--- config.mk ---
export PLATFORM = sky130hd
export DESIGN_NAME = mod_74x163_3
export DESIGN_NICKNAME = d
export VERILOG_FILES = /design/src/rtl/mod_74x163_3.sv
export SDC_FILE = /design/constraint.sdc
export NUM_CORES = 1
export LEC_CHECK = 0
export BUFFER_PORTS_ARGS = -buffer_cell sky130_fd_sc_hd__buf_2
export CELL_PAD_IN_SITES_DETAIL_PLACEMENT = 1
export CELL_PAD_IN_SITES_GLOBAL_PLACEMENT = 1
export CORE_UTILIZATION = 30
export CTS_BUF_LIST = sky130_fd_sc_hd__clkbuf_4
export DETAILED_ROUTE_END_ITERATION = 10
export GPL_ROUTABILITY_DRIVEN = 0
export PLACE_DENSITY_LB_ADDON = 0.1
export SETUP_SLACK_MARGIN = 0.15
export SKIP_CTS_REPAIR_TIMING = 1
export SYNTH_ARGS = -nofsm -noshare
export SYNTH_HDL_FRONTEND = slang
export SYNTH_SLANG_ARGS = --single-unit
--- constraint.sdc ---
create_clock -name CLK -period 1.4 [get_ports CLK]
set_input_delay 0.35 -clock CLK [delete_from_list [all_inputs] [get_ports CLK]]
set_output_delay 0.35 -clock CLK [all_outputs]
set_load 0.02 [all_outputs]
--- src/rtl/mod_74x163_3.sv ---
// mod_74x163_3: cascade of STAGES 74x163-style 4-bit synchronous counters with ripple carry.
module mod_74x163_3 #(
  parameter int STAGES = 3
) (
  input  logic                  CLK,
  input  logic                  RST,
  input  logic                  LD_N,
  input  logic                  ENP,
  input  logic                  ENT,
  input  logic [4*STAGES-1:0]   D,
  output logic [4*STAGES-1:0]   Q,
  output logic [STAGES-1:0]     RCO_S,
  output logic                  RCO
);
  logic [4*STAGES-1:0] nxt;
  logic c;
  always_comb begin
    nxt = Q;
    RCO_S = '0;
    c = ENT;
    for (int i = 0; i < STAGES; i++) begin
      nxt[4*i+:4] = (ENP & c) ? Q[4*i+:4] + 4'd1 : Q[4*i+:4];
      c = c & (&Q[4*i+:4]);
      RCO_S[i] = c;
    end
  end
  assign RCO = RCO_S[STAGES-1];
  always_ff @(posedge CLK)
    Q <= RST ? '0 : !LD_N ? D : nxt;
endmodule

Yosys cells after proc, flatten, opt, wreduce, memory -nomap -nowiden
Index checks and enable logic that the tools add are counted.
Storage, ports and cells
  register bits after elaboration: 12
  latch bits: 0
  bits in writable memories: 0
  bits in read-only memories: 0
  input port bits: 17
  output and inout bits: 16
  memories: 0
Operators by class
  add/sub/neg operators: 3
  $mul: 0
  div/mod/pow operators: 0
  magnitude comparators: 0
  equality and inequality tests: 3
  shift-type cells: 0
  multiplexer cells: 4
  bitwise logic cells: 6
  reductions and logical operators: 3
Operators by type and width (count)
  $add 4x1->4 const B: 3
  $mux 12: 1
  $mux 4: 3
  $reduce_and 4->1: 3
  $and 1x1->1: 6
  $ne 2x1->1 const B: 3

Depth between registers and ports, before layout
Gate-level depths: netlist (run 1).
  depth in word-level cells: 6
  gate-level depth with buffers: 6

Worst setup path after synthesis (run 1)
No wires, ideal clock.
  path kind: register to output
  start point: register Q[0]
  end point: output port RCO_S[2]
  arrival: 1.911 ns
  data required time: 1.050 ns
  setup slack: -0.861 ns
  cell stages (with the launch flop): 7
  buffers on the path: 2
  cell sequence: dfxtp_1 > ha_1 > nand4_2 > buf_2 > nor2_1 > and4_1 > buf_4
Between the ends
  cells in the longest elaborated chain, start to end: 4
Ends and longest elaborated chain
  from (decl): line 11  | output logic [4*STAGES-1:0] Q,
  from (signal assigned): line 29  | Q <= RST ? '0 : !LD_N ? D : nxt;
  $reduce_and 4->1: line 23  | c = c & (&Q[4*i+:4]);
  $and 1x1->1 (2 in series): line 23
  via RCO_S[1]: line 12  | output logic [STAGES-1:0] RCO_S,
  $and 1x1->1: line 23
  to (decl): line 12
The timed path passes the listed nets, and every way through them passes these cells.

Worst setup path in the final report (run 1)
  start point: register Q[1]
  end point: output port RCO
Between the ends
  cells in the longest elaborated chain, start to end: 4
Ends and longest elaborated chain
  $reduce_and 4->1: line 23
  $and 1x1->1 (3 in series): line 23
  to (decl): line 13  | output logic RCO
No other way between the ends.

==> results of run 1 <==
## cell type report
type                       count  area (um2)
timing repair buffer          60         499
clock buffer                   3        22.5
sequential                    12         280
inverter                       3        13.8
multi-input combinational     67         559
clock inverter                 1        3.75
tap                           28        35.0
fill                         271         841
## cell families after synthesis
logic type               synth area share
AO/OA/AOI/OAI                       0.206
XOR/XNOR                           0.0239
adder cells (fa/ha/maj)            0.0512
buffers and inverters              0.0700
flip-flops                          0.328
AND/OR/NAND/NOR                     0.321
## critical path, delay by kind of cell (launching register included)
| family | cells | cell delay [ns] |
|---|---|---|
| buffers and inverters | 1 | 0.12 |
| adder cells (fa/ha/maj) | 1 | 0.14 |
| AND/OR/NAND/NOR | 3 | 0.48 |
| flip-flops | 1 | 0.37 |
## power breakdown
| part | switching (mW) | internal, mW | total (mW) |
|---|---|---|---|
| combinational | 0.147 | 0.160 | 0.308 |
| sequential | 0.0331 | 0.365 | 0.398 |
| clock | 0.150 | 0.104 | 0.253 |
## worst paths after layout
path	end	slack (ns)	cells past startpoint
hold reg to reg	Q[11]	0.55	2
hold / removal	Q[0]	0.32	3
setup reg to reg	Q[9]	-0.20	5
setup / recovery	RCO	-0.35	5
## layer usage
layer | wire length, um | GRT usage
met3 | 99 | 0.0268
met1 | 1270 | 0.296
met2 | 1590 | 0.357
met5 | 0 | 0
met4 | 45 | 0.0541
## stage by stage
stage / util / power [mW] / instance area (um2) / setup slack, ns
floorplan: - / 0.514 / 827 / -0.331
CTS: 0.516 / 0.879 / 1160 / -0.442
detailed placement: 0.504 / 0.637 / 1140 / -0.124
finish: 0.627 / 0.959 / 1410 / -0.351
global placement: 0.504 / 0.624 / 1140 / -0.0957
global route: 0.627 / 1.00 / 1410 / -0.392
## placed cells by master (no fill, tap or decap), types with 2 or more instances in the layout
cell type   n
dfxtp_2     2
a311oi_2    5
nand3_4     2
xor2_1      2
a311oi_1    3
or4_1       2
o21ai_0     5
a211oi_1    2
inv_1       2
nor2_1     10
and4_1      2
or3_2       3
buf_4      17
ha_4        3
buf_6      25
nand4_1     2
buf_2      18
nand3_1     5
nand2_1     4
nor2b_1     2
dfxtp_4    10
clkbuf_4    3
==> reports/metrics.sh, run 1 <==
STATUS='complete, but fails checks'
FAILED_CHECKS='setup timing'
NETLIST-CELL-TYPE-COUNT=28
WORSTSETUPSTARTPOINTTYPE='register'
NUMBER_OF_SYNTHESIZED_FLOPS_WITH_AN_ENABLE_PIN=0
SYNTH_CELLS=88
FIRST_GLOBAL_VIAS=874
DETAILED_PLACE_HPWL_MM=1.95
ANTENNADIODECOUNT=0
YS_FF_LATCH=12
POWER-PER-CELL-AREA_nW_PER_UM2=678
DRC=0
CLOCK_NETWORK_LATENCY_TO_THE_LATER_PIN_OF_THE_WORST_SKEW_PAIR_NS=0.29
CRITICAL_PATH_ARRIVAL_NS=1.40
DIE_H_UM=51.4
FP.COREAREA_UM2=2250
SYNTH_FP_NETS=108
LAYOUT-DRIVE-GT1-SHARE=0.637
SETUP_REPAIR_AFTER_GLOBAL_ROUTING_MISSED_ITS_MARGIN='true'
FINALCLOCKSKEW_NS=0.00546
WORST-SLEW-PIN-TRANSITION_NS=0.260
GLOBALROUTEOVERFLOWTOTAL=0
POST-ROUTE-MIN-PERIOD_NS=1.75
DIE-AREA_UM2=2650
TOTALNEGATIVESETUPSLACK_NS=-2.08
LEAKAGEPOWER_nW=0.575
SYN_AREA_UM2=733
DRT-INITIAL-DRC-COUNT=3
FINAL-MAX-SLEW-VIOLATION-COUNT=0
GRT_PASS1_WL_MM=4.26
SYNTHARSTFLOPSHARE=0
CLKSLEWWORSTSETUPHOLDPATHS_NS=0.09
CLOCKBUFFERDEPTH=2
TIMING.SETUP.CRITICAL_PATH_CLASS='reg -> out'
NETLIST.TOP_CELL.BY_AREA='dfxtp_1'
HOLD_SLACK_NS=0.323
HOLD_CLASS='in -> reg'
CLK_SINK_COUNT=12
REQ_TIME_CRIT_PATH_NS=1.05
PIN_COUNT_OF_THE_BIGGEST_NET_ENTERING_GLOBAL_ROUTING=14
IOS=33
MAX-VDD-IR-DROP_uV=405
YOSYSMOSTFREQUENTCELL='dfxtp_1'
AREAGROWTHSYNTHTOFINISH_PCT=92.8
WL_PER_CELL_UM=17.3
TOTAL_OF_WARNINGS_RAISED_BY_YOSYS=0
GRT_ANTENNA_BEFORE_REPAIR=0
MAXSLEWHEADROOM=0.825
MAX_FREQ_MHz=571
CRIT_SLOWEST_CELL='dfxtp_4'
AVERAGE_CELL_AREA_AFTER_SYNTHESIS_UM2=8.33
DIEWIDTH_UM=51.4
SETUP-VIOLATIONS-FINAL=10
CRITPATHMAXSTAGEDELAY_NS=0.37
WORSTREG2REGSTART='Q[1]'
DOMINANTREGCELLSYNTH='dfxtp_1'
SYNTH.TOP_CELL.AREA_SHARE=0.328
CRIT_START='Q[1]'
DETAILROUTE.VIA_COUNT=941
LARGESTREGISTERS='Q: 12 flops'
NUMCTSBUFFERS=3
TRITONCTS='yes'
FINAL-HOLD-VIOLATION-COUNT=0
DRT-VIAS-PER-INSTANCE=5.41
GROUTE.USAGE.OVERALL=0.217
RATIO_OF_FINAL_MINIMUM_PERIOD_TO_CLOCK_PERIOD=1.25
NUMBER_OF_PLACED_INSTANCES_WITH_TAPS_INCLUDED=164
FINAL-INSTANCE-COUNT-EXCL-FILL=174
LARGEST_REGISTER_FF_COUNT=12
LAYOUT_NETS=167
CRIT_PATH_CELL_TRACE='ha_4 -> nand4_4 -> nor2_4 -> and4_4 -> buf_6'
TIMING.FINAL.WS_SETUP_NS=-0.351
DRT-TOTAL-WL_MM=3.01
WORSTSETUPENDPOINTTYPE='output port'
PORT_BUFFERS=32
REGMOSTFLOPS='Q'
SYNTH_TOP_CELLS_BY_COUNT='dfxtp_1 (12), nor2_1 (11), a311oi_1 (8)'
PLACEMENTROWS=17
DRT_PASS1_ITERATIONS=4
CTS_ROOT_BUFFER='clkbuf_4'
WORST-PATH-MAX-FANOUT=5
SYNTH.AREA.TOP_CELLS='dfxtp_1 (33%), a311oi_1 (9.6%), nor2_1 (5.6%)'
DRTANTENNAVIOLNETS=0
MAX-CAP-VIOLATIONS=0
YOSYSSEQAREASHARE=0.328
STARTING_DENSITY_OF_THE_CORE=0.325
H-TREE-DEPTH=1
HP-START='D[0]'
Power figures use the tool's default switching activity.
==> run 2, diff against run 1 <==
--- a/config.mk
+++ b/config.mk
@@ -12,6 +12,7 @@
 export CTS_BUF_LIST = sky130_fd_sc_hd__clkbuf_4
 export DETAILED_ROUTE_END_ITERATION = 10
 export GPL_ROUTABILITY_DRIVEN = 0
+export GPL_TIMING_DRIVEN = 0
 export PLACE_DENSITY_LB_ADDON = 0.1
 export SETUP_SLACK_MARGIN = 0.15
 export SKIP_CTS_REPAIR_TIMING = 1
==> constraint.sdc (replaced) <==
create_clock -name CLK -period 1.4 [get_ports CLK]
set_input_delay 0.07 -clock CLK [delete_from_list [all_inputs] [get_ports CLK]]
set_output_delay 0.07 -clock CLK [all_outputs]
set_load 0.02 [all_outputs]
==> run 2 against run 1 <==
  * The run still ends with setup timing left
  * Clock power is 7% lower
  * Routed wire length is 20% lower
  * Non-clock buffer count is 18 lower
  * Global-route usage is 2.4 points lower
  * Critical endpoint is now RCO_S[2]
  * Largest cell class unchanged
  * Largest power group unchanged
  * Highest routed layer is now met3
==> reports/metrics.sh, run 2 (synthesis gave the netlist of run 1 again) <==
LAYOUT-DRIVE-GT1-SHARE=0.531  # -0.106
CTS_ROOT_BUFFER='clkbuf_4'
DRT_PASS1_ITERATIONS=4  # unchanged
CRIT_PATH_CELL_TRACE='ha_4 -> nand4_4 -> buf_6 -> nor2_4 -> and4_4 -> buf_6 -> buf_6'
LAYOUT.AREA.SEQ_UM2=268  # -4.5%
ANTENNADIODECOUNT=0  # unchanged
WORST-PATH-MAX-FANOUT=7  # +2
HOLD_CLASS='in -> reg'
AREAGROWTHSYNTHTOFINISH_PCT=53.4
FINAL-HOLD-VIOLATION-COUNT=0  # unchanged
BUFFERS_AND_INVERTERS_ON_THE_WORST_PATH=3  # +2
FAILED_CHECKS='setup timing'
DETAILED_PLACE_HPWL_MM=1.68  # -13%
SETUP-VIOLATIONS-FINAL=9  # -1
FP.COREAREA_UM2=2250  # unchanged
DESIGN_AREA_UM2=1120  # -20%
DRT-TOTAL-WL_MM=2.40  # -20%
CRITPATHMAXSTAGEDELAY_NS=0.39  # +0.02 ns
CLOCKBUFFERDEPTH=2  # unchanged
GRT_PASS1_WL_MM=3.86  # -9.4%
LAYOUT_NETS=149  # -11%
CLKSLEWWORSTSETUPHOLDPATHS_NS=0.09  # about the same
FINAL-MAX-SLEW-VIOLATION-COUNT=0  # unchanged
GLOBALROUTEOVERFLOWTOTAL=0  # unchanged
FIN_TOTAL_PWR_uW=831  # -13%
WORSTSETUPSTARTPOINTTYPE='register'
STARTING_DENSITY_OF_THE_CORE=0.325  # unchanged
FIRST_GLOBAL_VIAS=834  # -4.6%
DRT-VIAS-PER-INSTANCE=5.54  # +2.5%
REQ_TIME_CRIT_PATH_NS=1.33  # +0.28 ns
POWER-PER-CELL-AREA_nW_PER_UM2=739  # +9.0%
TRITONCTS='yes'
REGMOSTFLOPS='Q'
WORST-SLEW-PIN-TRANSITION_NS=0.286  # +0.0254 ns
POST-ROUTE-MIN-PERIOD_NS=1.63  # -0.123 ns
DRT-INITIAL-DRC-COUNT=7  # +4
PORT_BUFFERS=31  # -3.1%
NUMCTSBUFFERS=3  # unchanged
WL_PER_CELL_UM=15.4  # -11%
MOSTFREQUENTLAYOUTCELLS='buf_2 (29), nor2_1 (10), buf_4 (9), dfxtp_4 (7), nand3_1 (7)'
GRT_ANTENNA_BEFORE_REPAIR=0  # unchanged
CRITICAL_PATH_ARRIVAL_NS=1.56  # +0.16 ns
MAX-CAP-VIOLATIONS=0  # unchanged
DIEWIDTH_UM=51.4  # unchanged
PLACED_CELL_AREA_UM2=1020  # -11%
MAXSLEWHEADROOM=0.809  # -0.0155
CLOCK_NETWORK_LATENCY_TO_THE_LATER_PIN_OF_THE_WORST_SKEW_PAIR_NS=0.27  # -0.02 ns
DIE-AREA_UM2=2650  # unchanged
PLACEMENTROWS=17  # unchanged
DIE_H_UM=51.4  # unchanged
H-TREE-DEPTH=1  # unchanged
CP_TOP_FAMILY='flip-flops'
FINALCLOCKSKEW_NS=0.00443  # -0.00103 ns
SETUP_REPAIR_AFTER_GLOBAL_ROUTING_MISSED_ITS_MARGIN='true'
AREA_OF_COMBINATIONAL_CELLS_WITH_MULTIPLE_INPUTS_UM2=527  # -5.8%
MAX-VDD-IR-DROP_uV=336  # -17%
LARGEST_REGISTER_FF_COUNT=12  # unchanged
IOS=33  # unchanged
TIMING.SETUP.CRITICAL_PATH_CLASS='reg -> out'
TIMING.FINAL.WS_SETUP_NS=-0.228  # +0.123 ns
PIN_COUNT_OF_THE_BIGGEST_NET_ENTERING_GLOBAL_ROUTING=11  # -3
LARGESTREGISTERS='Q: 12 flops'
FINAL-INSTANCE-COUNT-EXCL-FILL=156  # -10%
LEAKAGEPOWER_nW=0.460  # -20%
WORSTSETUPENDPOINTTYPE='output port'
MAX_FREQ_MHz=614  # +7.5%
CLK_SINK_COUNT=12  # unchanged
STATUS='complete, but fails checks'
FINAL_COMMON_CELL='buf_2'
GROUTE.USAGE.OVERALL=0.193  # -0.0239
CRIT_SLOWEST_CELL='dfxtp_4'
CRITICAL_PATH.MOST_COMMON_CELL='buf_6'
NFILLCELLS=284  # +4.8%
DRC=0  # unchanged
NUMBER_OF_PLACED_INSTANCES_WITH_TAPS_INCLUDED=147  # -10%
DRTANTENNAVIOLNETS=0  # unchanged
DETAILROUTE.VIA_COUNT=865  # -8.1%
RATIO_OF_FINAL_MINIMUM_PERIOD_TO_CLOCK_PERIOD=1.16  # -0.0877
[run 2: stage by stage]
stage | hold WS (ns) | worst slack, ns | utilization | TNS (ns)
floorplan | 0.230 | -0.0505 | - | -0.0620
global placement | 0.335 | -0.0130 | 0.451 | -0.0236
detailed placement | 0.346 | -0.0617 | 0.451 | -0.204
CTS | 0.0513 | -0.341 | 0.463 | -1.02
global route | 0.0707 | -0.300 | 0.499 | -2.04
finish | 0.0532 | -0.228 | 0.499 | -1.30
[run 2: worst paths after layout]
check | startpoint | endpoint | slack (ns) | cells past startpoint
setup / recovery | Q[0] | RCO_S[2] | -0.23 | 7
hold reg to reg | Q[1] | Q[1] | 0.54 | 2
hold / removal | D[5] | Q[5] | 0.05 | 3
setup reg to reg | Q[0] | Q[9] | -0.21 | 5
[run 2: area by class of cell]
type / instances / area share
Clock buffer: 3 / 0.0200
Multi-Input combinational cell: 67 / 0.468
Buffer: 6 / 0.0445
Tap cell: 28 / 0.0311
Timing Repair Buffer: 36 / 0.185
Sequential cell: 12 / 0.238
Inverter: 3 / 0.0100
Clock inverter: 1 / 0.00334
[run 2: power by group]
group	total [mW]	internal, mW	leakage, nW	switching [mW]
clock	0.236	0.103	0.0154	0.133
combinational	0.188	0.0819	0.340	0.107
sequential	0.406	0.366	0.104	0.0409
[run 2: metal layers]
metal,vias up,GRT usage,wire length (um)
met4,0,0.0405,0
met2,16,0.331,1130
met1,428,0.254,1200
met3,0,0.0268,71
li1,421,-,-
met5,-,0,0
[run 2: worst reg2reg max path, delay by kind of cell (launching register included)]
family	cells	cell delay [ns]
AND/OR/NAND/NOR	2	0.59
flip-flops	1	0.39
AO/OA/AOI/OAI	1	0.22
buffers and inverters	1	0.17
adder cells (fa/ha/maj)	1	0.15
